<file path="src/rtl/reg_write_arbiter.sv">
// Round-robin arbiter serialising writes from M requesters into one N-bit register.
// Each write is a req -> gnt -> ack handshake; busy and a wrapping write counter aid debug.
module reg_write_arbiter #(
  parameter int N  = 10,
  parameter int M  = 4,
  parameter int CW = 8
) (
  input  logic            clk,
  input  logic            rst,
  input  logic [M-1:0]    req,
  input  logic [M*N-1:0]  data,
  output logic [M-1:0]    gnt,
  output logic [M-1:0]    ack,
  output logic [N-1:0]    Y,
  output logic            busy,
  output logic [CW-1:0]   wr_cnt
);

  localparam int PW = $clog2(M);

  typedef enum logic [1:0] {IDLE, GRANT, ACK} state_t;

  state_t          state_q, state_d;
  logic [PW-1:0]   ptr_q, ptr_d;
  logic [PW-1:0]   w_q, w_d;
  logic [M-1:0]    gnt_q, gnt_d;
  logic [M-1:0]    ack_q, ack_d;
  logic [N-1:0]    y_q, y_d;
  logic [CW-1:0]   cnt_q, cnt_d;
  logic [N-1:0]    sel_data;
  logic            sel_req;

  // First set request bit scanning upward from p, wrapping modulo M.
  function automatic logic [PW-1:0] pick(input logic [M-1:0] r, input logic [PW-1:0] p);
    logic [PW-1:0] w;
    w = '0;
    for (int k = M-1; k >= 0; k--) begin
      for (int j = 0; j < M; j++) begin
        if ((j == ((int'(p) + k) % M)) && r[j]) w = PW'(j);
      end
    end
    return w;
  endfunction

  function automatic logic [PW-1:0] next_idx(input logic [PW-1:0] i);
    if (int'(i) == M-1) return '0;
    return i + 1'b1;
  endfunction

  function automatic logic [M-1:0] onehot(input logic [PW-1:0] i);
    return {{(M-1){1'b0}}, 1'b1} << i;
  endfunction

  always_comb begin
    state_d  = state_q;
    ptr_d    = ptr_q;
    w_d      = w_q;
    gnt_d    = '0;
    ack_d    = '0;
    y_d      = y_q;
    cnt_d    = cnt_q;
    sel_data = '0;
    sel_req  = 1'b0;
    for (int i = 0; i < M; i++) begin
      if (w_q == PW'(i)) begin
        sel_data = data[i*N +: N];
        sel_req  = req[i];
      end
    end
    case (state_q)
      IDLE: begin
        if (|req) begin
          w_d     = pick(req, ptr_q);
          gnt_d   = onehot(w_d);
          state_d = GRANT;
        end
      end
      GRANT: begin
        // Pointer advances past the winner whether the write completes or aborts.
        ptr_d = next_idx(w_q);
        if (sel_req) begin
          y_d     = sel_data;
          ack_d   = onehot(w_q);
          cnt_d   = cnt_q + 1'b1;
          state_d = ACK;
        end else begin
          state_d = IDLE;
        end
      end
      ACK:     state_d = IDLE;
      default: state_d = IDLE;
    endcase
  end

  always_ff @(posedge clk or posedge rst) begin
    if (rst) begin
      state_q <= IDLE;
      ptr_q   <= '0;
      w_q     <= '0;
      gnt_q   <= '0;
      ack_q   <= '0;
      y_q     <= '0;
      cnt_q   <= '0;
    end else begin
      state_q <= state_d;
      ptr_q   <= ptr_d;
      w_q     <= w_d;
      gnt_q   <= gnt_d;
      ack_q   <= ack_d;
      y_q     <= y_d;
      cnt_q   <= cnt_d;
    end
  end

  assign gnt    = gnt_q;
  assign ack    = ack_q;
  assign Y      = y_q;
  assign busy   = (state_q != IDLE);
  assign wr_cnt = cnt_q;

endmodule

</file>
<file path="config.mk">
export PLATFORM = sky130hd
export DESIGN_NAME = reg_write_arbiter
export DESIGN_NICKNAME = d
export VERILOG_FILES = /design/src/rtl/reg_write_arbiter.sv
export SDC_FILE = /design/constraint.sdc
export NUM_CORES = 1
export LEC_CHECK = 0
export ABC_AREA = 1
export CORE_UTILIZATION = 43
export DETAILED_ROUTE_END_ITERATION = 8
export GPL_ROUTABILITY_DRIVEN = 0
export HOLD_SLACK_MARGIN = 0.03
export PLACE_DENSITY = 0.85
export SYNTH_ARGS = -nofsm -noshare
export SYNTH_HDL_FRONTEND = slang
export SYNTH_SLANG_ARGS = --single-unit
</file>
<file path="constraint.sdc">
create_clock -name clk -period 2.2 [get_ports clk]
set_clock_uncertainty 0.2 [all_clocks]
set_input_delay 0.22 -clock clk [delete_from_list [all_inputs] [get_ports clk]]
set_output_delay 0.22 -clock clk [all_outputs]
set_load 0.02 [all_outputs]
</file>
## Yosys cells after proc, flatten, opt, wreduce, memory -nomap -nowiden

Index checks and enable logic that the tools add are counted.

- Shifts and indexed selects: 2
- Mux-type cells: 36
- Equality and inequality tests: 18
- $add $sub $neg: 5
- Reduce and logical (&&, ||, !) cells: 27
- Bitwise logic cells: 3

Operators with widths:

| kind | count |
|---|---|
| $logic_not A32 Y1 | 3 |
| $mux W10 | 4 |
| $mux W2 | 20 |
| $eq A3 B3 Y1 const A | 6 |
| $mux W4 | 4 |
| $logic_and A1 B1 Y1 | 15 |
| $eq A2 B3 Y1 const A | 3 |
| $add A8 B1 Y8 const B | 1 |
| $shl A1 B2 Y4 const A | 2 |
| $mux W1 | 7 |
| $eq A2 B1 Y1 const B | 3 |
| $reduce_or A2 Y1 | 3 |
| $add A2 B1 Y2 const B | 2 |
| $add A2 B2 Y2 const B | 2 |
| $eq A2 B2 Y1 const A | 2 |
| $eq A2 B2 Y1 const B | 2 |
| $logic_not A2 Y1 | 2 |
| $pmux W2 S2 | 1 |
| $reduce_and A2 Y1 | 2 |
| $reduce_or A4 Y1 | 1 |
| $and A1 B1 Y1 const A | 3 |
| $eq A1 B2 Y1 const A | 1 |
| $ne A2 B2 Y1 const B | 1 |
| $reduce_bool A2 Y1 | 1 |

- Output and inout port bits: 27
- Logic and storage cells: 98
- Flip-flop bits (word level): 32

## Logic depth before layout (Yosys ltp)

Gate-level depths: netlist of run 1.

- Depth in word-level cells: 25
- Depth in mapped cells: 18
- Gate-level depth less buffers: 17

## Worst setup path before layout of run 1

No wires, ideal clock.

- Kind: reg-to-reg
- Start: register w_q[0]
- End: register cnt_q[6] (netlist: wr_cnt[6])
- Arrival time: 1.566 ns
- Clock period less this slack: 1.883 ns
- Slack: 0.317 ns
- Cell stages (with the launch flop): 16
- Data required time: 1.883 ns
- Cell sequence: dfrtp_1 > ha_1 > inv_2 > nand2_1 > inv_2 > nand2_1 > nand2_1 > o2111ai_1 > inv_1 > or2_1 > buf_6 > nand2_4 > nor3_2 > nand2_1 > nand2_1 > nand2_1

- Longest elaborated chain between the ends: 6

Ends and longest elaborated chain:

| what | line | source |
|---|---|---|
| start, declared | 25 | `logic [PW-1:0] w_q, w_d;` |
| start signal, assigned | 107 | `w_q <= w_d;` |
| $logic_not A2 Y1 | 65 | `if (w_q == PW'(i)) begin` |
| $mux W1 (3 in a row) | 65 |  |
| $mux W1 (*) | 65 |  |
| $reduce_and A2 Y1 (no source line) (*) | - |  |
| end signal, assigned | 111 | `cnt_q <= cnt_d;` |
| end, declared | 29 | `logic [CW-1:0] cnt_q, cnt_d;` |

Mark *: on every way between the ends. The rest lies on a longest branch, timed or not.
A chain may end at the register's enable or synchronous reset.

## Worst setup path in the final report of run 1

- Start: register w_q[0]
- End: register cnt_q[5] (netlist: wr_cnt[5])

Same word-level chain as after synthesis.

==> results of run 1 <==
## layout by cell type (no fill, tap or decap), types with 2 or more instances in the layout
cell,netlist,layout
xnor2_1,2,2
xor2_1,3,3
buf_4,0,7
a221oi_1,6,6
nand2_1,56,56
ha_1,5,4
nor2_1,15,15
o211ai_2,6,6
nand2_2,5,5
nand4_1,2,2
nand3_1,17,17
o21ai_1,2,2
a221o_1,4,4
o21ai_0,14,14
clkbuf_8,0,7
clkdlybuf4s50_1,0,72
a21oi_1,2,2
inv_2,4,4
dfrtp_1,32,31
o211ai_1,4,4
inv_1,14,14
and3_1,2,2
## registers in the layout, summed over array words and instances (netlist names)
register  flops
Y            10
ack           4
gnt           4
ptr_q         2
state_q       2
w_q           2
wr_cnt        8
## final cells by class
cell class | instances | area [µm²]
clock buffer | 7 | 96.34
clock inverter | 1 | 30.03
fill | 321 | 1304
inverter | 19 | 72.57
multi-input combinational | 154 | 905.9
sequential | 32 | 802.0
tap | 50 | 62.56
timing repair buffer | 80 | 784.5
## routing by layer
metal / part of all wire / up-vias / GRT usage
met4: 0.013 / 0 / 0.07713
li1: - / 888 / -
met2: 0.49 / 72 / 0.3738
met1: 0.42 / 814 / 0.2680
met3: 0.076 / 6 / 0.07432
met5: 0 / - / 0
## power by group through the flow
stage          Combinational [µW]  Clock, µW  Sequential, µW
5_1_grt                      2430        648            1080
2_1_floorplan                1310          0            1170
3_3_place_gp                 2100          0            1040
4_1_cts                      2180        623            1040
6_report                     2200        614            1050
3_5_place_dp                 2170          0            1040
## tightest hold or removal path, cell delays in order
cell             delay (ns)
clkdlybuf4s50_1        0.40
inv_1                  0.05
buf_4                  0.35
## stage by stage
step | setup TNS, ns | cell area [µm²]
detailed placement | -0.0004625 | 2608
floorplan | 0 | 1843
finish | 0 | 2754
global route | -0.001853 | 2754
global placement | 0 | 2608
CTS | 0 | 2734
## worst max path at each step
stage,endpoint,cells after the start,slack [ns]
finish,wr_cnt[5],12,0.16
global route,wr_cnt[6],14,-0.002
CTS,wr_cnt[5],13,0.02
detailed placement,wr_cnt[5],9,-0.0005
global placement,wr_cnt[5],9,0.09
floorplan,wr_cnt[6],15,0.32
## logic make-up (layout without fill, tap and decap cells)
logic type / Yosys count / count (layout) / share of synthesized area
buf+inv: 30 / 107 / 0.08214
xor+xnor: 5 / 5 / 0.02377
compound gates: 39 / 39 / 0.1609
flops: 32 / 32 / 0.4345
fa+ha+maj: 5 / 5 / 0.03394
simple gates: 105 / 105 / 0.2648
## timing repair
item	in CTS	in global routing
hold buffers	0	0
resized for setup	0	5
setup endpoints to repair	0	15
==> Flow_metrics.wiki, run 1 <==
{| class="wikitable"
! Metric !! Value
|-
| First-pass GRT wire length || between 7000 and 8000 µm
|-
| Die Area || 4552 µm²
|-
| Signal arrival time at the worst endpoint || 2.02 ns
|-
| Die span in y || slightly below 70 µm
|-
| CP delay by family, top || flip-flops
|-
| Logic gate share of total power || 0.570
|-
| Syn_nets || 267
|-
| Netlist cell types || 32
|-
| Top-Level Pins || 73
|-
| Post-synthesis cell area || ~1800 µm²
|-
| Fin util || 0.6787
|-
| Share of async-settable or async-resettable flops after synthesis || 1.000
|-
| Worst VDD drop || 0.6843 mV
|-
| Via Count || 1780
|-
| Pin count of the biggest net entering global routing || 33
|-
| Clock tree from TritonCTS || yes
|-
| Share of cells above drive strength 1 || 0.1365
|-
| Setup WS post-layout || 0.1569 ns
|-
| Avg WL per Cell || approximately 13 µm
|-
| Final antenna diode count || 0
|-
| Worst Path Buf+Inv || 4
|-
| Drt drc || 0
|-
| Total CTS buffers || 5
|-
| Crit path capture type || flop
|-
| Vias/cell || 5.190
|-
| Cell with the largest stage delay on the worst path || dfrtp_2
|-
| Buffers on Ports || 72
|-
| Detailed router's first-iteration violation count || 76
|-
| Path depth of the worst reg2reg path || 12
|-
| Final ANT Viol Nets || 0
|-
| Clock latency reported for the late side of the worst-skew pair || around 0.29 ns
|-
| Series of cell instances along the critical path || inv_1, ha_1, nand2_1, inv_2, nand2_1, nand2_1, o2111ai_1, inv_1, or2_4, buf_6, nand4_1, xor2_1
|-
| Worst Tran Pin Value || 0.4390 ns
|-
| Area grow syn2layout || 49.42%
|-
| Maximum single-stage delay on the critical path || 0.44 ns
|-
| Reg clk slew, reported paths || 0.07 ns
|-
| Static leakage || 0.001303 µW
|-
| H-tree depth || 2
|-
| Post-CTS setup-driven buffer insertion count || 0
|-
| Setup crit start kind || flop
|-
| Sequential group share of total power || 0.271
|-
| Area share of the leading cell type in the synthesized netlist || 0.4345
|-
| Worst setup slack after placement || -0.0004625 ns
|-
| Endpoint of the worst-slack reg-to-reg timing path || wr_cnt[5]
|-
| Count of final setup violators || 0
|-
| Highest Clock Rate || 0.4895 GHz
|-
| Psw || about 1700 µW
|-
| Cell Rows || 23
|-
| Die outline width || a little under 70 µm
|-
| Clock sinks || 32
|-
| Total count of hold-check failures in the final report || 0
|-
| Placed wire-length estimate after detailed placement || around 3600 µm
|-
| CTS Root Buffer Type || clkbuf_8
|-
| Worst hold path type || in2async
|-
| Launch instance of the worst register-to-register path || w_q[0]
|-
| Fraction of the cycle the final worst path needs || 0.9287
|-
| Final-report max-slew violation count || 0
|-
| Number of iterations in the first detailed-routing pass || 4
|-
| EDFF count, synth || 0
|-
| Run status || finished, final reports clean
|-
| Most common library cells after synthesis || nand2_1, dfrtp_1, nand3_1, nor2_1
|-
| Number of non-filler instances in the completed layout || about 340
|-
| Vias in the first global route || approximately 1.7k
|-
| Overall power || 3857 µW
|-
| Gate count after technology mapping || approximately 220
|-
| Wirelength, routed || 4512 µm
|-
| Area contributors post-synth || dfrtp_1, nand2_1, nand3_1, o211ai_2, o21ai_0
|-
| Area leader, netlist || dfrtp_1
|-
| Register area share after synthesis || 0.4345
|-
| Worst path required time || 2.17 ns
|-
| Nets || 343
|-
| Most prevalent standard cell on the critical path || nand2_1
|-
| Rel. slew slack || 0.7074
|-
| Post-layout min period || 2.043 ns
|-
| Total grt overflow || 0
|-
| Dominant register cell in the synthesized netlist || dfrtp_1
|-
| Setup slack of the most critical reg-to-reg path || 0.16 ns
|-
| Internal power of the cells || 2183 µW
|-
| Starting density of the core || 0.4542
|-
| Syn avg cell area || 8.532 µm²
|-
| Launching instance or port of the critical path || w_q[0]
|-
| Total of max-cap violations || 0
|-
| Power density cells || 1401 nW/µm²
|-
| Placeable core region || 4058 µm²
|-
| Worst Hold Margin || between 0.1 and 0.15 ns
|-
| Most repeated cell in the gate-level netlist after synthesis || nand2_1
|-
| Switching part of the total power || 0.4341
|-
| Overall track demand over capacity in global routing || 0.2243
|-
| Count of state elements after synthesis || 32
|-
| Antenna violations before repair || 0
|-
| Start-to-end type of the worst setup path || reg2reg
|-
| Critical path peak fanout || 9
|-
| Longest Clk Path Bufs || 2
|-
| Cell total after placement || 335
|-
| Relative contribution of the clock network to total power || 0.159
|-
| Warning count from the yosys run || 0
|}
No activity file was read; power rests on OpenSTA's default activity.
==> run 2: changes to the inputs <==
--- a/config.mk
+++ b/config.mk
@@ -7,6 +7,7 @@
 export LEC_CHECK = 0
 export ABC_AREA = 1
 export CORE_UTILIZATION = 43
+export CTS_CLUSTER_DIAMETER = 80
 export DETAILED_ROUTE_END_ITERATION = 8
 export GPL_ROUTABILITY_DRIVEN = 0
 export HOLD_SLACK_MARGIN = 0.03
==> results of run 2 <==
Same layout as run 1: the final DEF is identical, and so are final timing and power.
